[src/rtl/pd_pluse_pkg.sv]
// Shared FSM encoding and index-width helper for the PD pulse sequencer.
package pd_pluse_pkg;

  typedef enum logic [1:0] {
    ST_IDLE   = 2'd0,
    ST_RUN    = 2'd1,
    ST_FINISH = 2'd2
  } state_e;

  function automatic int idx_w(input int depth);
    return (depth > 1) ? $clog2(depth) : 1;
  endfunction

endpackage

[src/rtl/pd_pluse_table.sv]
// Segment table: DEPTH x {duration, pattern}, one synchronous write port and
// one combinational read port. Contents are deliberately left unreset.
module pd_pluse_table #(
  parameter int CH    = 4,
  parameter int DEPTH = 16,
  parameter int CNT_W = 16,
  parameter int IW    = 4
) (
  input  logic             clk_sys,
  input  logic             wr_en_i,
  input  logic [IW-1:0]    wr_addr_i,
  input  logic [CNT_W-1:0] wr_dur_i,
  input  logic [CH-1:0]    wr_pat_i,
  input  logic [IW-1:0]    rd_addr_i,
  output logic [CNT_W-1:0] rd_dur_o,
  output logic [CH-1:0]    rd_pat_o
);

  logic [CNT_W-1:0] dur_q [DEPTH];
  logic [CH-1:0]    pat_q [DEPTH];

  always_ff @(posedge clk_sys) begin
    if (wr_en_i) begin
      dur_q[wr_addr_i] <= wr_dur_i;
      pat_q[wr_addr_i] <= wr_pat_i;
    end
  end

  assign rd_dur_o = dur_q[rd_addr_i];
  assign rd_pat_o = pat_q[rd_addr_i];

endmodule

[src/rtl/pd_pluse_seq.sv]
// PD pulse sequencer: plays seq_len table segments per pass, rep_cnt passes
// (0 = until abort). Outputs are registered; segment changes land 1 cycle after the last tick.
module pd_pluse_seq
  import pd_pluse_pkg::*;
#(
  parameter  int CH    = 4,
  parameter  int DEPTH = 16,
  parameter  int CNT_W = 16,
  parameter  int REP_W = 8,
  localparam int IW    = idx_w(DEPTH)
) (
  input  logic             clk_sys,
  input  logic             rst,
  input  logic             tick,
  input  logic             load,
  input  logic [IW-1:0]    load_addr,
  input  logic [CNT_W-1:0] load_dur,
  input  logic [CH-1:0]    load_pat,
  input  logic [IW:0]      seq_len,
  input  logic [REP_W-1:0] rep_cnt,
  input  logic             pluse_start,
  input  logic             abort,
  output logic [CH-1:0]    en,
  output logic             busy,
  output logic [IW-1:0]    seg_idx,
  output logic             done,
  output logic             load_err
);

  localparam logic [IW:0] LEN_MAX = (IW+1)'(DEPTH);

  state_e           state_q, state_d;
  logic [CNT_W-1:0] cnt_q, cnt_d, dur0_q, dur0_d;
  logic [CH-1:0]    en_q, en_d, pat0_q, pat0_d;
  logic [REP_W-1:0] pass_q, pass_d;
  logic [IW:0]      len_q, len_d, nxt, len_clamp;
  logic [IW-1:0]    idx_q, idx_d, rd_addr;
  logic [CNT_W-1:0] rd_dur;
  logic [CH-1:0]    rd_pat;
  logic             load_err_q, load_err_d, wr_en, last_seg;

  assign len_clamp = (seq_len > LEN_MAX) ? LEN_MAX : seq_len;
  assign nxt       = {1'b0, idx_q} + (IW+1)'(1);
  assign last_seg  = (nxt >= len_q);
  assign rd_addr   = (state_q == ST_RUN) ? nxt[IW-1:0] : '0;
  assign wr_en     = load && (state_q == ST_IDLE);

  pd_pluse_table #(.CH(CH), .DEPTH(DEPTH), .CNT_W(CNT_W), .IW(IW)) u_table (
    .clk_sys   (clk_sys),
    .wr_en_i   (wr_en),
    .wr_addr_i (load_addr),
    .wr_dur_i  (load_dur),
    .wr_pat_i  (load_pat),
    .rd_addr_i (rd_addr),
    .rd_dur_o  (rd_dur),
    .rd_pat_o  (rd_pat)
  );

  always_comb begin
    state_d    = state_q;
    cnt_d      = cnt_q;
    dur0_d     = dur0_q;
    pat0_d     = pat0_q;
    en_d       = en_q;
    pass_d     = pass_q;
    len_d      = len_q;
    idx_d      = idx_q;
    load_err_d = load && (state_q != ST_IDLE);

    case (state_q)
      ST_IDLE: begin
        if (pluse_start) begin
          // Entry 0 is captured here so later passes replay what this start saw.
          len_d  = len_clamp;
          pass_d = rep_cnt;
          dur0_d = rd_dur;
          pat0_d = rd_pat;
          idx_d  = '0;
          cnt_d  = rd_dur;
          if (rd_dur == '0 || len_clamp == '0) begin
            state_d = ST_FINISH;
            en_d    = '0;
          end else begin
            state_d = ST_RUN;
            en_d    = rd_pat;
          end
        end
      end
      ST_RUN: begin
        if (tick) begin
          if (cnt_q == CNT_W'(1)) begin
            if (!last_seg && rd_dur != '0) begin
              idx_d = nxt[IW-1:0];
              en_d  = rd_pat;
              cnt_d = rd_dur;
            end else if (pass_q == REP_W'(1)) begin
              state_d = ST_FINISH;
              en_d    = '0;
              idx_d   = '0;
              cnt_d   = '0;
              pass_d  = '0;
            end else begin
              // pass_q == 0 only in loop-forever mode, where it stays pinned at 0.
              if (pass_q != '0) pass_d = pass_q - REP_W'(1);
              idx_d = '0;
              en_d  = pat0_q;
              cnt_d = dur0_q;
            end
          end else begin
            cnt_d = cnt_q - CNT_W'(1);
          end
        end
      end
      ST_FINISH: begin
        state_d = ST_IDLE;
        en_d    = '0;
      end
      default: begin
        state_d = ST_IDLE;
        en_d    = '0;
      end
    endcase

    if (abort) begin
      state_d = ST_IDLE;
      en_d    = '0;
      idx_d   = '0;
      cnt_d   = '0;
      pass_d  = '0;
    end
  end

  always_ff @(posedge clk_sys) begin
    if (rst) begin
      state_q    <= ST_IDLE;
      cnt_q      <= '0;
      dur0_q     <= '0;
      pat0_q     <= '0;
      en_q       <= '0;
      pass_q     <= '0;
      len_q      <= '0;
      idx_q      <= '0;
      load_err_q <= 1'b0;
    end else begin
      state_q    <= state_d;
      cnt_q      <= cnt_d;
      dur0_q     <= dur0_d;
      pat0_q     <= pat0_d;
      en_q       <= en_d;
      pass_q     <= pass_d;
      len_q      <= len_d;
      idx_q      <= idx_d;
      load_err_q <= load_err_d;
    end
  end

  assign en       = en_q;
  assign busy     = (state_q == ST_RUN);
  assign seg_idx  = idx_q;
  assign done     = (state_q == ST_FINISH);
  assign load_err = load_err_q;

endmodule
[config.mk]
export PLATFORM = sky130hd
export DESIGN_NAME = pd_pluse_seq
export DESIGN_NICKNAME = d
export VERILOG_FILES = /design/src/rtl/pd_pluse_pkg.sv /design/src/rtl/pd_pluse_table.sv /design/src/rtl/pd_pluse_seq.sv
export SDC_FILE = /design/constraint.sdc
export NUM_CORES = 1
export LEC_CHECK = 0
export CAP_MARGIN = 10
export CORE_MARGIN = 1.5
export CORE_UTILIZATION = 55
export CTS_CLUSTER_DIAMETER = 60
export DETAILED_ROUTE_END_ITERATION = 10
export MAX_ROUTING_LAYER = met4
export PLACE_DENSITY = 0.75
export SYNTH_ARGS = -nofsm -noshare
export SYNTH_HDL_FRONTEND = slang
export SYNTH_SLANG_ARGS = --single-unit
[constraint.sdc]
create_clock -name clk_sys -period 3.4 [get_ports clk_sys]
set_clock_uncertainty 0.1 [all_clocks]
set_input_delay 0.68 -clock clk_sys [delete_from_list [all_inputs] [get_ports clk_sys]]
set_output_delay 0.68 -clock clk_sys [all_outputs]
set_load 0.005 [all_outputs]
* Word level (Yosys, flattened, before mapping) *
Memory sizes are Yosys's and may differ from the RTL's.
Index checks and enable logic that the tools add are counted.

word-level totals
  register bits = 60
  bits of input ports = 43
  word-level logic and storage cells = 81
  output and inout bits = 11
  bits in latches = 0
  RAM bits = 320
  memories kept = 2
  memory bits (read-only) = 0

operators by class
  eq/ne operators = 10
  multipliers = 0
  add/sub/neg operators = 3
  multiplexer cells = 36
  shifts and indexed selects = 0
  bitwise gates (word level) = 0
  reduce and logical (&&, ||, !) cells = 19
  div/mod/pow operators = 0
  order comparisons = 2

memories
  name           words  bits a word  rd ports  clocked after Yosys merged registers in  write ports  line                  RTL
  u_table.dur_q  16     16           1         0                                        1            pd_pluse_table.sv:19  logic [CNT_W-1:0] dur_q [DEPTH];
  u_table.pat_q  16     4            1         0                                        1            pd_pluse_table.sv:20  logic [CH-1:0] pat_q [DEPTH];

operators with widths
  operator                                               count
  2-to-1 mux 16 bit                                      5
  2-to-1 mux 8 bit                                       6
  2-to-1 mux 4 bit                                       11
  case mux 16 bit (2 select lines)                       1
  equality test 16 x 1 -> 1 bit (second input constant)  1
  zero test 16 bit                                       1
  case mux 4 bit (2 select lines)                        2
  case mux 8 bit (2 select lines)                        1
  nonzero test 16 bit                                    1
  subtractor 16 x 1 -> 16 bit (second input constant)    1
  2-to-1 mux 2 bit                                       6
  equality test 8 x 1 -> 1 bit (second input constant)   1
  nonzero test 8 bit                                     1
  subtractor 8 x 1 -> 8 bit (second input constant)      1
  != test 2 bit (second input constant)                  3
  AND reduction 3 bit                                    2
  AND reduction 6 bit                                    1
  adder 4 x 1 -> 5 bit (second input constant)           1
  greater-or-equal comparator 5 bit                      1
  > comparator 5 bit (second input constant)             1
  zero test 5 bit                                        1
  2-to-1 mux 5 bit                                       1
  AND reduction 5 bit                                    1
  != test 2 x 1 -> 1 bit (second input constant)         2
  other kinds (13)                                       17

* Depth between registers and ports, before layout *
Gate-level depths: netlist of run 1.
An unclocked memory read counts as a cell.

  depth in word-level cells = 9
  gate-level depth with buffers = 15
  depth with buffers taken out = 11

* Hierarchy *
From an unflattened synthesis of run 1, not the netlist that was laid out.

unflattened totals
  cell total of the unflattened synthesis = 979
  area, all modules = 15732.6 um^2

by module, submodules not included
  module          area an instance (um^2)  sequential area each (um^2)  cells each  times used
  pd_pluse_table  12130.4                  9609.2                       513         1
  pd_pluse_seq    3602.2                   1201.2                       466         1

* Worst setup path after synthesis of run 1 *
No wires, ideal clock.

  path type = flip-flop to flip-flop
  start point = register idx_q[0], in the netlist seg_idx[0]
  end point = register cnt_q[0]
  data arrival time = 3.316 ns
  data required time = 3.214 ns
  stages on the path, launching flop included = 13
  clock period less this slack = 3.503 ns
  buffers on the path = 2
  library setup time = 0.086 ns
  setup slack = -0.103 ns
  cell sequence = dfxtp_1 ha_1 buf_2 or4b_4 buf_6 a2bb2oi_1 a32oi_1 nand4_1 a211oi_1 nor4b_4 a31oi_4 or4b_1 a221oi_2

between the ends
  word-level cells in the longest chain between the ends = 9
  elaborated cells between the ends (all ways) = 12
  classes of those cells = add/sub: 1; order compare: 1; mux: 6; reduce/logical: 3; memory: 1

RTL lines
  item                                line                 RTL
  start, declared                     pd_pluse_seq.sv:37   logic [IW-1:0] idx_q, idx_d, rd_addr;
  start signal, assigned              pd_pluse_seq.sv:152  idx_q <= idx_d;
  adder 4 x 1 -> 5 bit *              pd_pluse_seq.sv:43   assign nxt = {1'b0, idx_q} + (IW+1)'(1);
  2-to-1 mux 4 bit                    pd_pluse_seq.sv:45   assign rd_addr = (state_q == ST_RUN) ? nxt[IW-1:0] : '0;
  memory (16 x 16 bit)                -
  nonzero test 16 bit                 pd_pluse_seq.sv:92   if (!last_seg && rd_dur != '0) begin
  logical AND 1 bit                   pd_pluse_seq.sv:92
  2-to-1 mux 16 bit                   pd_pluse_seq.sv:92
  2-to-1 mux 16 bit                   pd_pluse_seq.sv:91   if (cnt_q == CNT_W'(1)) begin
  2-to-1 mux 16 bit                   pd_pluse_seq.sv:90   if (tick) begin
  case mux 16 bit (2 select lines) *  pd_pluse_seq.sv:70   case (state_q)
  end signal, assigned                pd_pluse_seq.sv:146  cnt_q <= cnt_d;
  end, declared                       pd_pluse_seq.sv:33   logic [CNT_W-1:0] cnt_q, cnt_d, dur0_q, dur0_d;

Every way passes the cells marked *; elsewhere a longest branch is shown, timed or not. The select of a mux whose other input is x is not followed.
A chain may end at the register's enable or synchronous reset.

* Final worst setup path of run 1 *
  start point = register idx_q[0], in the netlist seg_idx[0]
  end point = register state_q[0]

between the ends
  word-level cells in the longest chain between the ends = 8
  elaborated cells between the ends (all ways) = 14
  classes of those cells = add/sub: 1; order compare: 1; eq/ne: 1; mux: 4; reduce/logical: 6; memory: 1

RTL lines
  item                             line                 RTL
  adder 4 x 1 -> 5 bit *           pd_pluse_seq.sv:43
  2-to-1 mux 4 bit                 pd_pluse_seq.sv:45
  memory (16 x 16 bit)             -
  zero test 16 bit                 pd_pluse_seq.sv:80   if (rd_dur == '0 || len_clamp == '0) begin
  logical OR 1 bit                 pd_pluse_seq.sv:80
  2-to-1 mux 2 bit                 pd_pluse_seq.sv:80
  2-to-1 mux 2 bit                 pd_pluse_seq.sv:72   if (pluse_start) begin
  case mux 2 bit (2 select lines)  pd_pluse_seq.sv:70
  end signal, assigned             pd_pluse_seq.sv:145  state_q <= state_d;
  end, declared                    pd_pluse_seq.sv:32   state_e state_q, state_d;

Marks and branches as above.

==> results of run 1 <==
==> per-stage QoR <==
step | cell area, µm² | hold slack, ns | utilization, % | total power, W | TNS [ns]
6_report | 20200 | 0.360 | 68.0 | 0.0103 | -3.91
5_1_grt | 20200 | 0.388 | 68.0 | 0.0106 | -7.26
4_1_cts | 19900 | 0.361 | 66.9 | 0.0103 | -0.518
3_5_place_dp | 18400 | 0.348 | 62.0 | 0.00601 | -2.42
3_3_place_gp | 18400 | 0.343 | 62.0 | 0.00599 | -0.551
2_1_floorplan | 16700 | 0.332 | - | 0.00566 | 0
==> layer usage <==
metal  GRT usage (%)  wire length [µm]  vias to the layer above
li1                -                 -                     5514
met1            39.9             18700                     6044
met2            47.8             22300                      734
met3            4.38              4250                      145
met4            11.9              1860                        0
met5               -                 0                        -
==> sequential cells by signal, indices dropped and copies added, names as in the netlist <==
| name | flops |
|---|---|
| u_table.dur_q | 256 |
| u_table.pat_q | 64 |
| cnt_q | 16 |
| dur0_q | 16 |
| pass_q | 8 |
| len_q | 5 |
| en | 4 |
| pat0_q | 4 |
| seg_idx | 4 |
| state_q | 2 |
| load_err | 1 |
==> worst min-delay path by stage <==
stage / endpoint / slack [ns] / depth (start not counted)
floorplan: len_q[1]$_SDFFE_PP0P_ / 0.33 / 2
global placement: len_q[1]$_SDFFE_PP0P_ / 0.34 / 2
detailed placement: len_q[1]$_SDFFE_PP0P_ / 0.35 / 2
CTS: dur0_q[14]$_SDFFE_PP0P_ / 0.36 / 2
global route: pat0_q[0]$_SDFFE_PP0P_ / 0.39 / 2
finish: dur0_q[6]$_SDFFE_PP0P_ / 0.36 / 2
==> worst max-delay path, stage by stage, from the launching register on <==
cell	delay (ns)
dfxtp_4	0.37
buf_4	0.17
buf_12	0.17
nand2b_1	0.12
buf_12	0.18
a21oi_1	0.14
o41ai_2	0.47
buf_4	0.20
o22ai_2	0.09
o22ai_2	0.21
buf_4	0.16
nor4_4	0.04
buf_4	0.16
nand3_1	0.21
buf_4	0.21
a31oi_1	0.09
nor4_1	0.41
==> cell type report <==
class | count | area [µm²]
tap | 390 | 488
clock inverter | 21 | 221
timing repair buffer | 194 | 1770
inverter | 15 | 62.6
clock buffer | 53 | 1080
sequential | 380 | 10800
multi-input combinational | 860 | 5770
fill | 2037 | 9510
==> power groups by stage <==
stage | combinational [W] | sequential [W] | clock [W]
2_1_floorplan | 0.000408 | 0.00525 | 0
3_3_place_gp | 0.000732 | 0.00526 | 0
3_5_place_dp | 0.000743 | 0.00526 | 0
4_1_cts | 0.000760 | 0.00516 | 0.00437
5_1_grt | 0.000855 | 0.00517 | 0.00458
6_report | 0.000798 | 0.00517 | 0.00435
==> cell families (layout without fill, tap and decap cells) <==
family | count (synthesis) | count (layout) | share of synthesized area (%)
AO/OA/AOI/OAI | 395 | 395 | 15.5
AND/OR/NAND/NOR | 387 | 388 | 11.7
flip-flops | 380 | 380 | 64.9
buffers and inverters | 108 | 283 | 2.77
multiplexers | 53 | 53 | 3.74
XOR/XNOR | 14 | 14 | 0.736
adder cells (fa/ha/maj) | 10 | 10 | 0.751
==> cells in the final DEF (no fill, tap or decap), types with 9 or more instances in the layout <==
cell type | synthesis | final
a211oi_1 | 36 | 26
a211oi_2 | 0 | 10
a21oi_1 | 123 | 119
buf_12 | 0 | 10
buf_4 | 0 | 124
clkbuf_1 | 45 | 11
clkbuf_16 | 0 | 43
clkdlybuf4s50_1 | 0 | 53
dfxtp_1 | 60 | 58
edfxtp_1 | 320 | 320
ha_1 | 10 | 9
inv_1 | 13 | 13
mux2_2 | 34 | 34
mux2i_1 | 15 | 14
nand2_1 | 110 | 110
nand2b_1 | 41 | 39
nand3_1 | 31 | 31
nand3b_1 | 9 | 9
nor2_1 | 91 | 73
nor2_2 | 1 | 17
nor2b_1 | 31 | 31
nor3_1 | 19 | 14
nor4_1 | 9 | 9
o211ai_1 | 16 | 16
o21ai_0 | 48 | 47
o22ai_1 | 53 | 49
o31ai_1 | 29 | 29
o41ai_2 | 0 | 17
or3_1 | 12 | 12
==> timing repair <==
item                                    in CTS  in global routing
gates cloned                                 0                  3
pin swaps                                    4                 19
resized for setup                           15                 49
buffers inserted                            10                  3
endpoints found under the setup margin      32                 34
==> out/results.tsv, run 1 <==
stage	metric	value	unit
status	status	finished, violations left	
status	violations	setup timing	
pwr	p_per_area	511	nW/µm²
sta	rsz0062_at_grt	yes	
sta	finalCritPeriodShare	108	%
route	wirelength	47000	µm
clock_tree	cts.sinks	380	
pwr	intPower	0.00799	W
clock_tree	insertion_delay	0.54	ns
pwr	peakVddDrop	0.452	mV
route	post_drt_wl_per_cell	24.6	µm
layout	diodes	0	
global_routing	first_global_vias	11732	
yosys	synth_top_area_share	57.7	%
yosys	synth.avg_cell_area	12.4	µm²
setup_path	cp.arrival	3.95	ns
place	dp_hpwl	28600	µm
yosys	synthTopCellsByCount	edfxtp_1, a21oi_1, nand2_1, nor2_1, dfxtp_1	
yosys	yosys.area.top_type	edfxtp_1	
global_routing	antenna_found_initial	0	
clock_tree	cts_made_buffers	40	
yosys	synth_top_flop_cell	edfxtp_1	
setup_path	r2r_setup_slack	-0.27	ns
setup_path	critPathKind	reg2reg	
sta	finalSetupViolCount	34	
pwr	leakage	6.74	nW
pwr	comb_power_share	7.7	%
route	vias_per_cell	6.50	
yosys	ys_async_sr_fraction	0	%
layout	final_cells	1913	
yosys	synth-edff-count	320	
yosys	synthCells	1347	
setup_path	reg2regPathDepth	16	
global_routing	grt_max_degree	113	
sta	layout_setup_ws	-0.273	ns
global_routing	grt_pass1_wl	68900	µm
layout	area_delta_synth_final	21.3	%
yosys	synthTopCellsByArea	edfxtp_1, dfxtp_1, a21oi_1	
setup_path	critPathMaxFanout	22	
floorplanning	die-area	31400	µm²
global_routing	globalRouteOverflowTotal	0	
setup_path	crit_path_end	state_q[0]$_SDFFE_PP0P_	
yosys	synth.most_common_cell	edfxtp_1	
floorplanning	fp-row-count	63	
floorplanning	die_w	177	µm
setup_path	cp.required	3.68	ns
yosys	ys_warn_count	0	
floorplanning	core	29700	µm²
clock_tree	cts_root_buffer	clkbuf_16	
route	num_vias	12437	
sta	slew_viol_final	0	
place	gp_congestion	0.937	
clock_tree	cts_buffer_depth	3	
pwr	seqPwrFrac	50.1	%
hold_path	holdCritPathClass	reg2reg	
sta	slew_headroom	46.5	%
sta	finalHoldViolCount	0	
hold_path	worstHoldStart	dur0_q[6]$_SDFFE_PP0P_	
setup_path	worstSetupStartpoint	seg_idx[0]$_SDFFE_PP0P_	
pwr	switchingPower	0.00233	W
route	drt_pre_antenna_iters	5	
setup_path	endpoint_kind	flip-flop	
place	pre_cts_ws	-0.285	ns
job	maxCapViolations	0	
route	drtIter0Drc	1580	
pwr	p_sw_share	22.5	%
layout	nets	1544	
pwr	clockPowerShare	42.2	%
clock_tree	clk_transition_reported_paths	0.06	ns
route	ant_nets	0	
sta	min_period	3.67	ns
floorplanning	die_y	177	µm
route	drcViolationCount	0	
floorplanning	start_util	56.1	%
place	dp.cells	1823	
floorplanning	ios	54	
sta	fmax	272	MHz
sta	max_slew.worst_pin.slew	0.800	ns
setup_path	crit_path_start_kind	flip-flop	
yosys	yosysSeqAreaShare	64.9	%
place	numPortBuffers	53	
yosys	ys_types	73	
global_routing	grt.total_usage	30.3	%
layout	drive_above_1_share	20.9	%
clock_tree	cts_hold_buf	0	
setup_path	timing.rr.end	state_q[0]$_SDFFE_PP0P_	
setup_path	r2r_start	seg_idx[0]$_SDFFE_PP0P_	
yosys	synth_nets	1400	
clock_tree	cts.htree.levels	2	
yosys	synth-seq-cells	380	
yosys	synthesis.area	16700	µm²
clock_tree	cts_tree	yes	
Note: power is estimated with default switching activity, not from simulation.
==> inputs of run 2 (changes only) <==
- RECOVER_POWER: unset -> 50
==> run 2 against run 1 <==
Net effect:
- combinational power shrank 0.6%
- the flow finishes with violations (capacitance limit, slew limit, setup timing)
- global-route usage is the same
- sequential power is essentially flat
==> out/results.tsv, run 2 (synthesis gave the netlist of run 1 again) <==
stage	metric	value	unit
pwr	switchingPower	0.00233	W
setup_path	critPathKind	reg2reg	
setup_path	cp.arrival	3.94	ns
setup_path	critPathMaxFanout	22	
place	numPortBuffers	53	
global_routing	first_global_vias	11732	
layout	diodes	0	
clock_tree	cts.htree.levels	2	
layout	regMostFlops	u_table.dur_q	
global_routing	use_met3	4.38	%
place	gp_congestion	0.937	
setup_path	crit_path_end	state_q[0]$_SDFFE_PP0P_	
sta	fmax	273	MHz
pwr	leakage	6.75	nW
hold_path	holdCritPathClass	reg2reg	
setup_path	r2r_start	seg_idx[0]$_SDFFE_PP0P_	
layout	drive_above_1_share	20.6	%
sta	slew_headroom	-0.237	%
floorplanning	die_w	177	µm
pwr	seqPwrFrac	50.1	%
pwr	intPower	0.00799	W
setup_path	cp.required	3.68	ns
pwr	clockPowerShare	42.2	%
clock_tree	cts.sinks	380	
clock_tree	cts_made_buffers	40	
global_routing	globalRouteOverflowTotal	0	
layout	largest_reg_flops	256	
global_routing	grt_pass1_wl	68900	µm
global_routing	antenna_found_initial	0	
sta	finalCritPeriodShare	108	%
layout	final_common_cell	edfxtp_1	
global_routing	grt_use_met1	39.9	%
place	dp_hpwl	28600	µm
clock_tree	cts_root_buffer	clkbuf_16	
route	vias_per_cell	6.55	
route	wirelength	47000	µm
place	pre_cts_ws	-0.285	ns
sta	layout_setup_ws	-0.263	ns
sta	slew_viol_final	25	
clock_tree	cts_buffer_depth	3	
sta	finalSetupViolCount	34	
layout	nets	1544	
setup_path	crit_path_start_kind	flip-flop	
route	drcViolationCount	0	
setup_path	endpoint_kind	flip-flop	
clock_tree	insertion_delay	0.55	ns
route	ant_nets	0	
layout	final_cell_mix	edfxtp_1, buf_4, a21oi_1	
route	num_vias	12523	
clock_tree	cts_tree	yes	
pwr	p_per_area	511	nW/µm²
layout	area_delta_synth_final	21.2	%
floorplanning	ios	54	
sta	finalHoldViolCount	0	
setup_path	reg2regPathDepth	16	
floorplanning	core	29700	µm²
floorplanning	start_util	56.1	%
job	maxCapViolations	1	
status	violations	capacitance limit, slew limit, setup timing	
clock_tree	clk_transition_reported_paths	0.06	ns
setup_path	r2r_setup_slack	-0.26	ns
floorplanning	die_y	177	µm
pwr	peakVddDrop	0.451	mV
global_routing	use_met2	47.8	%
route	post_drt_wl_per_cell	24.6	µm
status	status	finished, violations left	
pwr	comb_power_share	7.7	%
sta	min_period	3.66	ns
route	drtIter0Drc	1547	
global_routing	grt.total_usage	30.3	%
setup_path	worstSetupStartpoint	seg_idx[0]$_SDFFE_PP0P_	
sta	fin_hold_ws	0.359	ns
global_routing	grt_max_degree	113	
route	drt_pre_antenna_iters	5	
layout	top_regs	u_table.dur_q: 256 flops, u_table.pat_q: 64 flops	
sta	rsz0062_at_grt	yes	
sta	max_slew.worst_pin.slew	1.50	ns
pwr	p_sw_share	22.6	%
global_routing	top_usage_layer	met2	
floorplanning	fp-row-count	63	
floorplanning	die-area	31400	µm²
setup_path	timing.rr.end	state_q[0]$_SDFFE_PP0P_	
run 2: cell types whose count changed in the layout (fill, tap and decap cells not counted), sizes merged:
cell / before / now
clkbuf: 55 / 56
dlygate4sd3: 0 / 25
buf: 139 / 138
clkdlybuf4s50: 53 / 28
run 2: power by group through the flow:
stage | Combinational [W] | Sequential (W) | Clock, W
6_report | 0.000793 | 0.00517 | 0.00436
5_1_grt | 0.000848 | 0.00517 | 0.00458
4_1_cts | 0.000760 | 0.00516 | 0.00437
3_5_place_dp | 0.000743 | 0.00526 | 0
3_3_place_gp | 0.000732 | 0.00526 | 0
2_1_floorplan | 0.000408 | 0.00525 | 0
run 2: critical path: stages (launching register included):
cell	delay, ns
dfxtp_4	0.37
buf_4	0.17
buf_12	0.17
nand2b_1	0.12
buf_12	0.18
a21oi_1	0.14
o41ai_2	0.47
buf_4	0.20
o22ai_2	0.09
o22ai_2	0.21
buf_4	0.16
nor4_4	0.04
buf_4	0.16
nand3_1	0.21
buf_4	0.21
a31oi_1	0.09
nor4_1	0.41
run 2: metrics by stage:
| step | std cells | cell area [µm²] | util [%] | TNS [ns] | power (W) |
|---|---|---|---|---|---|
| global route | 1913 | 20200 | 68.0 | -7.26 | 0.0106 |
| detailed placement | 1823 | 18400 | 62.0 | -2.42 | 0.00601 |
| CTS | 1907 | 19900 | 66.9 | -0.518 | 0.0103 |
| global placement | 1823 | 18400 | 62.0 | -0.551 | 0.00599 |
| floorplan | 1347 | 16700 | - | 0 | 0.00566 |
| finish | 1913 | 20200 | 68.0 | -3.67 | 0.0103 |
run 2: layout make-up:
| type | instances | area, µm² |
|---|---|---|
| Clock buffer | 53 | 1080 |
| Clock inverter | 21 | 221 |
| Fill cell | 2042 | 9520 |
| Inverter | 15 | 62.6 |
| Multi-Input combinational cell | 860 | 5760 |
| Sequential cell | 380 | 10800 |
| Tap cell | 390 | 488 |
| Timing Repair Buffer | 194 | 1770 |
run 2: how the worst min path moves through the flow:
stage / slack [ns] / endpoint / startpoint / cells past startpoint
CTS: 0.36 / dur0_q[14]$_SDFFE_PP0P_ / dur0_q[14]$_SDFFE_PP0P_ / 2
finish: 0.36 / dur0_q[6]$_SDFFE_PP0P_ / dur0_q[6]$_SDFFE_PP0P_ / 2
floorplan: 0.33 / len_q[1]$_SDFFE_PP0P_ / len_q[1]$_SDFFE_PP0P_ / 2
detailed placement: 0.35 / len_q[1]$_SDFFE_PP0P_ / len_q[1]$_SDFFE_PP0P_ / 2
global placement: 0.34 / len_q[1]$_SDFFE_PP0P_ / len_q[1]$_SDFFE_PP0P_ / 2
global route: 0.39 / pat0_q[0]$_SDFFE_PP0P_ / pat0_q[0]$_SDFFE_PP0P_ / 2
run 2: timing repair:
item	CTS	global route
cloned	0	3
buffers inserted	10	3
endpoints found under the setup margin	32	34
pin swaps	4	19
hold buffers	0	0
resized for setup	15	49
run 2: routing by layer:
layer / share of wire [%] / vias up
met1: 39 / 6103
met2: 47 / 775
li1: - / 5510
met5: 0 / -
met3: 9.3 / 135
met4: 3.8 / 0
